**src/rtl/rstseq_pkg.sv**
```systemverilog
`default_nettype none
// ============================================================================
// Module   : rstseq_pkg
// Brief    : Shared types, constants and a width helper for the reset
//            sequencer and its synchronizers.
// Revision : 1.0 - initial release
// ============================================================================
package rstseq_pkg;

  // Width of the lock-loss debug counter.
  localparam int LOSS_CNT_W = 8;

  // Sequencer states.
  typedef enum logic [1:0] {
    WAIT_LOCK  = 2'd0,
    STABLE     = 2'd1,
    PERIPH_RUN = 2'd2,
    RUN        = 2'd3
  } state_e;

  // Counter width able to hold 0 .. max(a,b)-1; never narrower than 1 bit.
  function automatic int cnt_width(input int a, input int b);
    int m;
    m = (a > b) ? a : b;
    if ($clog2(m) < 1) begin
      return 1;
    end
    return $clog2(m);
  endfunction

endpackage
`default_nettype wire

```
**src/rtl/cdc_sync_bits.sv**
```systemverilog
`default_nettype none
// ============================================================================
// Module   : cdc_sync_bits
// Brief    : STAGES-deep flop chain bringing asynchronous bits into the clk
//            domain. All flops reset asynchronously to 0.
// Revision : 1.0 - initial release
// ============================================================================
module cdc_sync_bits #(
  parameter int STAGES = 2,
  parameter int WIDTH  = 1
) (
  input  logic             clk,
  input  logic             reset,
  input  logic [WIDTH-1:0] d_i,
  output logic [WIDTH-1:0] q_o
);

  logic [STAGES-1:0][WIDTH-1:0] sync_q;

  // Shift the asynchronous input through the chain; stage 0 is the capture flop.
  always_ff @(posedge clk or posedge reset) begin
    if (reset) begin
      sync_q <= '0;
    end else begin
      sync_q <= {sync_q[STAGES-2:0], d_i};
    end
  end

  assign q_o = sync_q[STAGES-1];

endmodule
`default_nettype wire

```
**src/rtl/clk_reset_sequencer.sv**
```systemverilog
`default_nettype none
// ============================================================================
// Module   : clk_reset_sequencer
// Brief    : Holds peripheral and CPU resets until PLL lock has been stable
//            for LOCK_CYCLES, releases peripherals then the CPU PERIPH_LEAD
//            cycles later, and drops back into reset on any lock loss.
//            Optional macro RSTSEQ_BUTTON_EN adds a debounced, active-low
//            reset button input btn_n.
// Revision : 1.0 - initial release
// ============================================================================
module clk_reset_sequencer
  import rstseq_pkg::*;
#(
  parameter int LOCK_CYCLES     = 1024,
  parameter int PERIPH_LEAD     = 16,
  parameter int SYNC_STAGES     = 2,
  parameter int DEBOUNCE_CYCLES = 65536
) (
  input  logic                  clk,
  input  logic                  reset,
  input  logic                  pll_locked,
`ifdef RSTSEQ_BUTTON_EN
  input  logic                  btn_n,
`endif
  output logic                  periph_reset,
  output logic                  cpu_reset,
  output logic                  ready,
  output logic [LOSS_CNT_W-1:0] lock_loss_cnt
);

  localparam int CNT_W = cnt_width(LOCK_CYCLES, PERIPH_LEAD);
  localparam logic [CNT_W-1:0] LOCK_LAST = CNT_W'(LOCK_CYCLES - 1);
  localparam logic [CNT_W-1:0] LEAD_LAST = CNT_W'(PERIPH_LEAD - 1);

  state_e                  state_q, state_d;
  logic [CNT_W-1:0]        cnt_q, cnt_d;
  logic                    periph_reset_q, periph_reset_d;
  logic                    cpu_reset_q, cpu_reset_d;
  logic                    ready_q, ready_d;
  logic [LOSS_CNT_W-1:0]   loss_q, loss_d;
  logic                    lock_s;
  logic                    force_wait;

  cdc_sync_bits #(
    .STAGES(SYNC_STAGES),
    .WIDTH (1)
  ) u_lock_sync (
    .clk  (clk),
    .reset(reset),
    .d_i  (pll_locked),
    .q_o  (lock_s)
  );

`ifdef RSTSEQ_BUTTON_EN
  localparam int DB_W = cnt_width(DEBOUNCE_CYCLES, 1);
  localparam logic [DB_W-1:0] DB_LAST = DB_W'(DEBOUNCE_CYCLES - 1);

  // Synchronize the inverted button so that the reset value 0 means "released".
  logic            press_s;
  logic            press_db_q;
  logic [DB_W-1:0] db_cnt_q;

  cdc_sync_bits #(
    .STAGES(SYNC_STAGES),
    .WIDTH (1)
  ) u_btn_sync (
    .clk  (clk),
    .reset(reset),
    .d_i  (~btn_n),
    .q_o  (press_s)
  );

  // Accept a new button level only after it has held for DEBOUNCE_CYCLES.
  always_ff @(posedge clk or posedge reset) begin
    if (reset) begin
      press_db_q <= 1'b0;
      db_cnt_q   <= '0;
    end else if (press_s == press_db_q) begin
      db_cnt_q <= '0;
    end else if (db_cnt_q == DB_LAST) begin
      press_db_q <= press_s;
      db_cnt_q   <= '0;
    end else begin
      db_cnt_q <= db_cnt_q + DB_W'(1);
    end
  end

  assign force_wait = press_db_q;
`else
  assign force_wait = 1'b0;
`endif

  // State, counter and registered reset outputs.
  always_ff @(posedge clk or posedge reset) begin
    if (reset) begin
      state_q        <= WAIT_LOCK;
      cnt_q          <= '0;
      periph_reset_q <= 1'b1;
      cpu_reset_q    <= 1'b1;
      ready_q        <= 1'b0;
      loss_q         <= '0;
    end else begin
      state_q        <= state_d;
      cnt_q          <= cnt_d;
      periph_reset_q <= periph_reset_d;
      cpu_reset_q    <= cpu_reset_d;
      ready_q        <= ready_d;
      loss_q         <= loss_d;
    end
  end

  // Next state; outputs follow the next state so cpu_reset can never be low
  // while periph_reset is high.
  always_comb begin
    state_d = state_q;
    cnt_d   = cnt_q;
    loss_d  = loss_q;
    if (force_wait) begin
      state_d = WAIT_LOCK;
      cnt_d   = '0;
    end else begin
      case (state_q)
        WAIT_LOCK: begin
          cnt_d = '0;
          if (lock_s) state_d = STABLE;
        end
        STABLE: begin
          if (!lock_s) begin
            state_d = WAIT_LOCK;
            cnt_d   = '0;
          end else if (cnt_q == LOCK_LAST) begin
            state_d = PERIPH_RUN;
            cnt_d   = '0;
          end else begin
            cnt_d = cnt_q + CNT_W'(1);
          end
        end
        PERIPH_RUN: begin
          if (!lock_s) begin
            state_d = WAIT_LOCK;
            cnt_d   = '0;
            if (loss_q != '1) loss_d = loss_q + LOSS_CNT_W'(1);
          end else if (cnt_q == LEAD_LAST) begin
            state_d = RUN;
            cnt_d   = '0;
          end else begin
            cnt_d = cnt_q + CNT_W'(1);
          end
        end
        default: begin
          cnt_d = '0;
          if (!lock_s) begin
            state_d = WAIT_LOCK;
            if (loss_q != '1) loss_d = loss_q + LOSS_CNT_W'(1);
          end
        end
      endcase
    end
    periph_reset_d = (state_d == WAIT_LOCK) || (state_d == STABLE);
    cpu_reset_d    = (state_d != RUN);
    ready_d        = (state_d == RUN);
  end

  assign periph_reset  = periph_reset_q;
  assign cpu_reset     = cpu_reset_q;
  assign ready         = ready_q;
  assign lock_loss_cnt = loss_q;

endmodule
`default_nettype wire

```
**config.mk**
```make
export PLATFORM = sky130hd
export DESIGN_NAME = clk_reset_sequencer
export DESIGN_NICKNAME = d
export VERILOG_FILES = /design/src/rtl/rstseq_pkg.sv /design/src/rtl/cdc_sync_bits.sv /design/src/rtl/clk_reset_sequencer.sv
export SDC_FILE = /design/constraint.sdc
export NUM_CORES = 1
export LEC_CHECK = 0
export ABC_AREA = 1
export BUFFER_PORTS_ARGS = -buffer_cell sky130_fd_sc_hd__buf_2
export CAP_MARGIN = 5
export CORE_UTILIZATION = 45
export CTS_CLUSTER_DIAMETER = 60
export DETAILED_ROUTE_END_ITERATION = 6
export PLACE_DENSITY = 0.74
export SLEW_MARGIN = 20
export SYNTH_ARGS = -nofsm -noshare
export SYNTH_HDL_FRONTEND = slang
export SYNTH_HIERARCHICAL = 1
export SYNTH_SLANG_ARGS = --single-unit
```
**constraint.sdc**
```tcl
create_clock -name clk -period 2.9 [get_ports clk]
set_input_delay 0.145 -clock clk [delete_from_list [all_inputs] [get_ports clk]]
set_output_delay 0.145 -clock clk [all_outputs]
set_load 0.1 [all_outputs]
```
* Word-level counts from Yosys, hierarchy flattened *
Index checks and enable logic that the tools add are counted.

word-level totals
  logic and storage cells = 37
  register bits after elaboration = 25

cells by class
  reduce and logical (&&, ||, !) cells = 5
  bitwise operators = 2
  add/subtract/negate cells = 2
  eq/ne operators = 8
  multiplexer cells = 12

operators by type and width
  operator                                                                 count
  10-bit two-way mux                                                       4
  10-bit one-hot mux with 2 select lines                                   1
  2-bit two-way mux                                                        6
  10-bit by 1-bit adder with 10-bit output (second input constant)         1
  10-bit equality test (second input constant)                             1
  10-bit by 4-bit equality test with 1-bit output (second input constant)  1
  8-bit by 1-bit adder with 8-bit output (second input constant)           1
  8-bit inequality test (second input constant)                            1
  2-bit one-hot mux with 3 select lines                                    1
  2-bit by 1-bit equality test with 1-bit output (second input constant)   2
  2-bit equality test (second input constant)                              2
  2-bit logical NOT                                                        2
  3-bit AND reduction                                                      1
  2-bit inequality test (second input constant)                            1
  1-bit inverter                                                           2
  2-bit OR reduction                                                       1
  1-bit logical OR                                                         1

* Logic depth before layout (Yosys ltp) *
Gate-level depths: netlist of the first run.

  depth after elaboration = 6
  depth in mapped cells = 10
  depth with buffers taken out = 10

* Hierarchy *
Netlist of the first run, hierarchy kept.

by module, submodules not included
  module               area an instance (um^2)  instances  cells each
  clk_reset_sequencer  1223.7                   1          149
  cdc_sync_bits        53.8                     1          3

* Least setup slack after synthesis of the first run *
No wires, ideal clock.

  path kind = reg-to-reg
  start = register loss_q[1] (netlist: lock_loss_cnt[1])
  end = register loss_q[4] (netlist: lock_loss_cnt[4])
  clock period less this slack = 2188 ps
  path buffers = 0
  data required time = 2737 ps
  setup time = 163 ps
  stages on the path, launching flop included = 8
  setup slack = 712 ps
  data arrival time = 2024 ps
  cells stage by stage = dfrtp_1 -> ha_1 -> nand3_1 -> nor2_2 -> nand2_2 -> o21ai_4 -> nor2_1 -> xor2_1

between the ends
  word-level cells in the longest chain between the ends = 2
  elaborated cells between the ends (all ways) = 3
  those cells by class = add/sub (1); eq/ne (1); reduce/logical (1)

ends and longest elaborated chain
  what                                                                            line                        text
  start: declaration                                                              clk_reset_sequencer.sv:40   logic [LOSS_CNT_W-1:0] loss_q, loss_d;
  start signal: assignment                                                        clk_reset_sequencer.sv:108  loss_q <= loss_d;
  branches (longest 2 deep; another with 8-bit by 1-bit adder with 8-bit output)  n/a

Parallel ways; which one is timed is not known.
A chain may end at the register's enable or synchronous reset.

* Worst setup path after layout of the first run *
  start = register cnt_q[0]
  end = register cnt_q[3]

between the ends
  word-level cells in the longest chain between the ends = 4
  elaborated cells between the ends (all ways) = 8
  those cells by class = add/sub (1); eq/ne (2); mux (5)

ends and longest elaborated chain
  what                                                                    line                                                    text
  start: declaration                                                      clk_reset_sequencer.sv:36                               logic [CNT_W-1:0] cnt_q, cnt_d;
  start signal: assignment                                                clk_reset_sequencer.sv:104                              cnt_q <= cnt_d;
  10-bit by 1-bit adder with 10-bit output, or another cell as far along  clk_reset_sequencer.sv:135, clk_reset_sequencer.sv:147
  10-bit two-way mux (on tied branches)                                   clk_reset_sequencer.sv:143, clk_reset_sequencer.sv:131
  10-bit two-way mux (on tied branches)                                   clk_reset_sequencer.sv:139, clk_reset_sequencer.sv:128
  10-bit one-hot mux with 2 select lines *                                clk_reset_sequencer.sv:122                              case (state_q)
  named net cnt_d[3]                                                      clk_reset_sequencer.sv:36

Mark *: on every way through the listed nets, which the timed path passes. The rest lies on a longest branch.

==> results.sh, run 1 <==
export IMPL_grt_pass1_wl_mm=3.774
export IMPL_fp_dieW_um=55.28
export IMPL_worst_pin_slew_ns=0.8566
export IMPL_cp_required_ns=3.11
export IMPL_path_max_fanout=9
export IMPL_final_hold_violation_count=0
export IMPL_wl_met1_um=948
export IMPL_die_area_um2=3056
export IMPL_remaining_drc_errors=0
export IMPL_p_per_area_nw_per_um2=444.9
export IMPL_syn_area_um2=1277
export IMPL_drt_iter0_drc=29
export IMPL_cts_repair_resize_count=0
export IMPL_core_area_um2=2590
export IMPL_finalWirelength_mm=2.090
export IMPL_fin_ws_ns=1.384
export IMPL_crit_type="flop to flop"
export IMPL_synth_seq_cells=25
export IMPL_syn_inst=152
export IMPL_maxSlewHeadroom=0.4283
export IMPL_initial_utilization=0.4932
export IMPL_synthSimpleGateAreaFrac=0.2517
export IMPL_hp_class="input pin to asynchronous set/reset pin"
export IMPL_yosysUniqueCellTypes=24
export IMPL_ys_warn_count=6
export IMPL_area_growth_pct=11.75
export IMPL_drv_slew=0
export IMPL_synth_nets=161
export IMPL_ctsRootBufferMaster="clkbuf_4"
export IMPL_netlist_top_cells_area="dfrtp_1 45%, nand2_1 12%, ha_1 5.9%"
export IMPL_cts_buffers=3
export IMPL_diodes=0
export IMPL_nNetsFinal=181
export IMPL_regArea_um2=628.1
export IMPL_drive_gt1_frac=0.1871
export IMPL_ios=14
export IMPL_cts_clk_slew_worst_paths_ns=0.13
export IMPL_dr_wl_met2_mm=1.069
export IMPL_die_h_um=55.28
export IMPL_topRoutingLayerUsed="met4"
export IMPL_ant_nets=0
export IMPL_num_vias=1014
export IMPL_multi_input_area_um2=560.5
export IMPL_synth_top_family_by_area="simple AND/OR/NAND/NOR gates"
export IMPL_dp_slack_ns=1.408
export IMPL_skew_ns=0.003906
export IMPL_synth_area_mux_share=0
export IMPL_synthFlopType="dfrtp_1"
export IMPL_overflow=0
export IMPL_nFillCells=231
export IMPL_rows=18
export IMPL_synth_top_area_frac=0.4505
export IMPL_crit_arrival_ns=1.72
export IMPL_cts_setup_buffers=0
export IMPL_dr_pass1_iters=4
export IMPL_port_buffers=13
export IMPL_cts_sinks=25
export IMPL_fin_tns_setup_ns=0
export IMPL_rsz0062_at_grt="false"
export IMPL_max_freq_ghz=0.6594
export IMPL_cap_violations=0
export IMPL_synth_xor_area_frac=0.06856
export IMPL_vdd_drop_max_mv=0.4012
export IMPL_synthAdderAreaFrac=0.05877
export IMPL_cts_htree_levels=1
export IMPL_hpwl_mm=1.615
export IMPL_synth_edff_count=0
export IMPL_fin_crit_ns=1.516
export IMPL_yosys_area_top_type="dfrtp_1"
export IMPL_hold_ws_ns=0.2215
export IMPL_syn_avg_cell_area_um2=8.404
export IMPL_leakage_nw=0.7269
export IMPL_synth_compound_area_share=0.05975
export IMPL_cts_tree="yes"
export IMPL_hold_buffers=2
export IMPL_final_period_utilization=0.5229
export IMPL_placed_cells=195
export IMPL_startpoint_type="flop"
export IMPL_grt_pass1_vias=929
export IMPL_wl_per_cell_um=10.40
export IMPL_seq_area_frac_synth=0.4917
export IMPL_async_flop_share=1.000
export IMPL_clockBufferDepth=2
export IMPL_wl_met3_um=60
export IMPL_vias_per_cell=5.045
export IMPL_grt_max_degree=24
export IMPL_place_gp_congestion=0.8911
export IMPL_antenna_found_initial=0
export IMPL_outcome="finished clean"
export IMPL_endpoint_kind="flop"
export IMPL_layoutNonFillerInstCount=201
export IMPL_setup_viol=0
export IMPL_clock_latency_ns=0.31
export IMPL_grt_use_total=0.1522
[kinds of logic after synthesis]
logic type / count (synthesis)
buffers and inverters: 23
DFF: 25
and+or+nand+nor: 76
xor gates and xnor gates: 10
AOI/OAI and AO/OA: 12
adders and majority gates: 6
[cells in the mapped netlist (3+ instances only)]
cell,n
nor3_1,4
inv_2,6
dfrtp_1,23
a21oi_1,5
xor2_1,5
nand3_1,5
clkinv_1,5
xnor2_1,5
ha_1,6
nor2_1,17
inv_1,11
nand2_1,41
nor2_2,3
o21ai_1,3
[final cells by class]
| class | count | share of cell area |
|---|---|---|
| Clock buffer | 3 | 0.01578 |
| Clock inverter | 1 | 0.003506 |
| Inverter | 23 | 0.06223 |
| Multi-Input combinational cell | 104 | 0.3926 |
| Sequential cell | 25 | 0.4400 |
| Tap cell | 30 | 0.02629 |
| Timing Repair Buffer | 15 | 0.05960 |
[sequential cells by signal (all words and copies together), names as in the netlist]
name,cells
state_q,2
periph_reset,1
ready,1
u_lock_sync/sync_q,1
u_lock_sync/q_o,1
lock_loss_cnt,8
cpu_reset,1
cnt_q,10
[cell usage in the layout (no fill, tap or decap), types with 4 or more instances in the layout]
cell type,instances
inv_2,6
nor2_1,17
xnor2_1,5
nand2_1,41
ha_1,6
clkinv_1,5
xor2_1,5
nand3_1,5
inv_1,11
buf_2,13
a21oi_1,5
nor3_1,4
dfrtp_1,23
[critical path: stages (launching register included)]
cell and delay [ns]:
dfrtp_1 0.39, ha_1 0.17, nand2_1 0.08, nor2_2 0.18, inv_2 0.08, o21ai_1 0.18, nand2_1 0.09, nand2_2 0.16
nor3b_1 0.08
[power breakdown]
part / internal [mW] / leakage, nW / switching [mW]
combinational: 0.0388 / 0.374 / 0.0687
sequential: 0.361 / 0.335 / 0.0157
clock: 0.0515 / 0.0177 / 0.0991
total: 0.452 / 0.727 / 0.183
[stage by stage]
step	total power, mW	utilization	instance area (um^2)
after floorplan	0.4658	-	1277
after global placement	0.4860	0.5329	1380
after detailed placement	0.4902	0.5329	1380
after CTS	0.6459	0.5512	1428
after global routing	0.6834	0.5512	1428
final	0.6352	0.5512	1428
[metal layers]
metal | vias up | track usage
met5 | - | 0
met4 | 0 | 0.04643
met3 | 2 | 0.02810
met2 | 15 | 0.2719
met1 | 491 | 0.1850
li1 | 506 | -
[worst paths after layout]
path	from	end	slack, ns	cells past startpoint
max	cnt_q[0]	cnt_q[3]	1.38	8
min	reset	u_lock_sync/q_o	0.22	3
max reg2reg	cnt_q[0]	cnt_q[3]	1.38	8
min reg2reg	u_lock_sync/sync_q[0]	u_lock_sync/q_o	0.37	0
max in group asynchronous	reset	cnt_q[7]	1.82	3
min in group clk	u_lock_sync/sync_q[0]	u_lock_sync/q_o	0.37	0
(Power assumes the default switching activity.)
==> inputs of run 2 (changes only) <==
Clock period 2.9 ns to 1.5 ns, I/O delays scaled along.
==> run 2 against run 1 <==
Net effect:
- flip-flop and latch count is the same
- critical path depth is the same
- sequential share of layout area shrank 3.9 points
- combinational power grew 140%
- non-clock buffer count grew 8
- wire length grew 16%
- total power grew 100%
- clock skew grew 0.0052 ns
- fmax grew 3.0%
- via count grew 2.8%
- critical endpoint is now lock_loss_cnt[3]
- setup slack lost 1.4 ns
==> results.sh, run 2 (synthesis results as in run 1) <==
export IMPL_fin_crit_ns=1.472
export IMPL_grt_pass1_wl_mm=3.864
export IMPL_ios=14
export IMPL_clock_latency_ns=0.31
export IMPL_skew_ns=0.009150
export IMPL_regArea_um2=643.1
export IMPL_crit_arrival_ns=1.71
export IMPL_dr_wl_met2_mm=1.259
export IMPL_port_buffers=13
export IMPL_grt_pass1_vias=947
export IMPL_cts_tree="yes"
export IMPL_place_gp_congestion=0.7590
export IMPL_fp_dieW_um=55.28
export IMPL_cp_required_ns=1.74
export IMPL_final_common_cell="nand2_1"
export IMPL_layoutNonFillerInstCount=209
export IMPL_initial_utilization=0.4932
export IMPL_startpoint_type="flop"
export IMPL_drive_gt1_frac=0.3575
export IMPL_dr_pass1_iters=4
export IMPL_rows=18
export IMPL_wl_met1_mm=1.086
export IMPL_die_h_um=55.28
export IMPL_vdd_drop_max_mv=0.5645
export IMPL_final_cell_mix="33 x nand2_1, 17 x nor2_1, 15 x dfrtp_1"
export IMPL_hpwl_mm=1.657
export IMPL_crit_type="flop to flop"
export IMPL_setup_viol=0
export IMPL_final_hold_violation_count=0
export IMPL_remaining_drc_errors=0
export IMPL_leakage_nw=0.8035
export IMPL_rsz0062_at_grt="true"
export IMPL_nNetsFinal=189
export IMPL_num_vias=1042
export IMPL_wl_met3_um=62
export IMPL_ant_nets=0
export IMPL_r2r_start="lock_loss_cnt[1]"
export IMPL_diodes=0
export IMPL_drt_iter0_drc=11
export IMPL_outcome="finished clean"
export IMPL_postLayoutCoreUtil=0.6193
export IMPL_die_area_um2=3056
export IMPL_endpoint_kind="flop"
export IMPL_final_period_utilization=0.9814
export IMPL_r2r_cells=8
export IMPL_vias_per_cell=4.986
export IMPL_maxSlewHeadroom=0.6761
export IMPL_largest_reg_flops=10
export IMPL_cap_violations=0
export IMPL_worst_pin_slew_ns=0.4892
export IMPL_multi_input_area_um2=658.1
export IMPL_largest_register="cnt_q"
export IMPL_core_area_um2=2590
export IMPL_path_max_fanout=7
export IMPL_overflow=0
export IMPL_grt_max_degree=24
export IMPL_area_growth_pct=25.56
export IMPL_cts_sinks=25
export IMPL_cts_buffers=3
export IMPL_endpoint="lock_loss_cnt[3]"
export IMPL_clockBufferDepth=2
export IMPL_cts_htree_levels=1
export IMPL_placed_cells=197
export IMPL_max_freq_ghz=0.6793
export IMPL_r2r_end="lock_loss_cnt[3]"
export IMPL_topRoutingLayerUsed="met4"
export IMPL_grt_use_total=0.1554
export IMPL_wl_per_cell_um=11.64
export IMPL_drv_slew=0
export IMPL_p_per_area_nw_per_um2=802.9
export IMPL_cts_clk_slew_worst_paths_ns=0.14
export IMPL_ctsRootBufferMaster="clkbuf_4"
export IMPL_hp_class="input pin to asynchronous set/reset pin"
export IMPL_r2r_slack_ns=0.03
export IMPL_critPathLaunch="lock_loss_cnt[1]"
export IMPL_antenna_found_initial=0
export IMPL_nFillCells=221
export IMPL_finalWirelength_mm=2.432
[run 2: cell count changes in the layout (fill, tap and decap cells not counted), sizes merged]
cell,previous run,this run
buf,13,21
[run 2: critical path: stages, from the launching register on]
cell	delay [ns]
dfrtp_4	0.46
ha_4	0.15
nand3_4	0.09
nor2_4	0.13
nand2_4	0.07
o21ai_4	0.23
inv_4	0.09
nand2_2	0.08
xnor2_1	0.11
[run 2: how the worst min path moves through the flow]
stage	to	slack (ns)	cells past startpoint	from
4_1_cts	u_lock_sync/sync_q[0]	0.13	3	reset
3_3_place_gp	u_lock_sync/sync_q[0]	-0.07	2	reset
5_1_grt	u_lock_sync/sync_q[0]	0.13	3	reset
2_1_floorplan	u_lock_sync/q_o	-0.18	1	reset
3_5_place_dp	u_lock_sync/q_o	-0.06	2	reset
6_report	u_lock_sync/sync_q[0]	0.14	3	reset
[run 2: report_power, final]
group / total, mW / internal, mW / switching (mW)
clock network: 0.299 / 0.0996 / 0.200
logic: 0.260 / 0.100 / 0.160
registers: 0.729 / 0.699 / 0.0301
total: 1.29 / 0.898 / 0.389
[run 2: layout make-up]
cell class / instances / area share
flip-flops and latches: 25 / 0.4009
well taps: 30 / 0.02340
multi-input cells: 104 / 0.4103
inverters: 23 / 0.05538
clock buffers: 3 / 0.01404
repair buffers: 23 / 0.09282
clock inverters: 1 / 0.003120
[run 2: stage by stage]
step           instance area (um^2)  hold slack [ns]  power, mW  setup slack (ns)  setup TNS, ns
6_report                       1604           0.1377      1.288           0.02783              0
5_1_grt                        1604           0.1283      1.369          -0.02861        -0.1634
4_1_cts                        1478           0.1275      1.251          0.004407              0
3_5_place_dp                   1430         -0.06085     0.9523           0.01985              0
3_3_place_gp                   1430         -0.06633     0.9388           0.05567              0
2_1_floorplan                  1313          -0.1838     0.9005           -0.1837         -1.033
[run 2: metal layers]
layer,up-vias,track usage
met3,4,0.02342
met5,-,0
met4,0,0.05000
met2,14,0.2685
li1,524,-
met1,500,0.1994
[run 2: repair_timing]
| item | CTS | global route |
|---|---|---|
| hold endpoints to repair | 24 | 0 |
| resized for setup | 0 | 20 |
| pin swaps | 1 | 5 |
| buffers inserted | 0 | 6 |
| hold buffers | 2 | 0 |
| setup endpoints to repair | 1 | 19 |
| cloned | 0 | 0 |
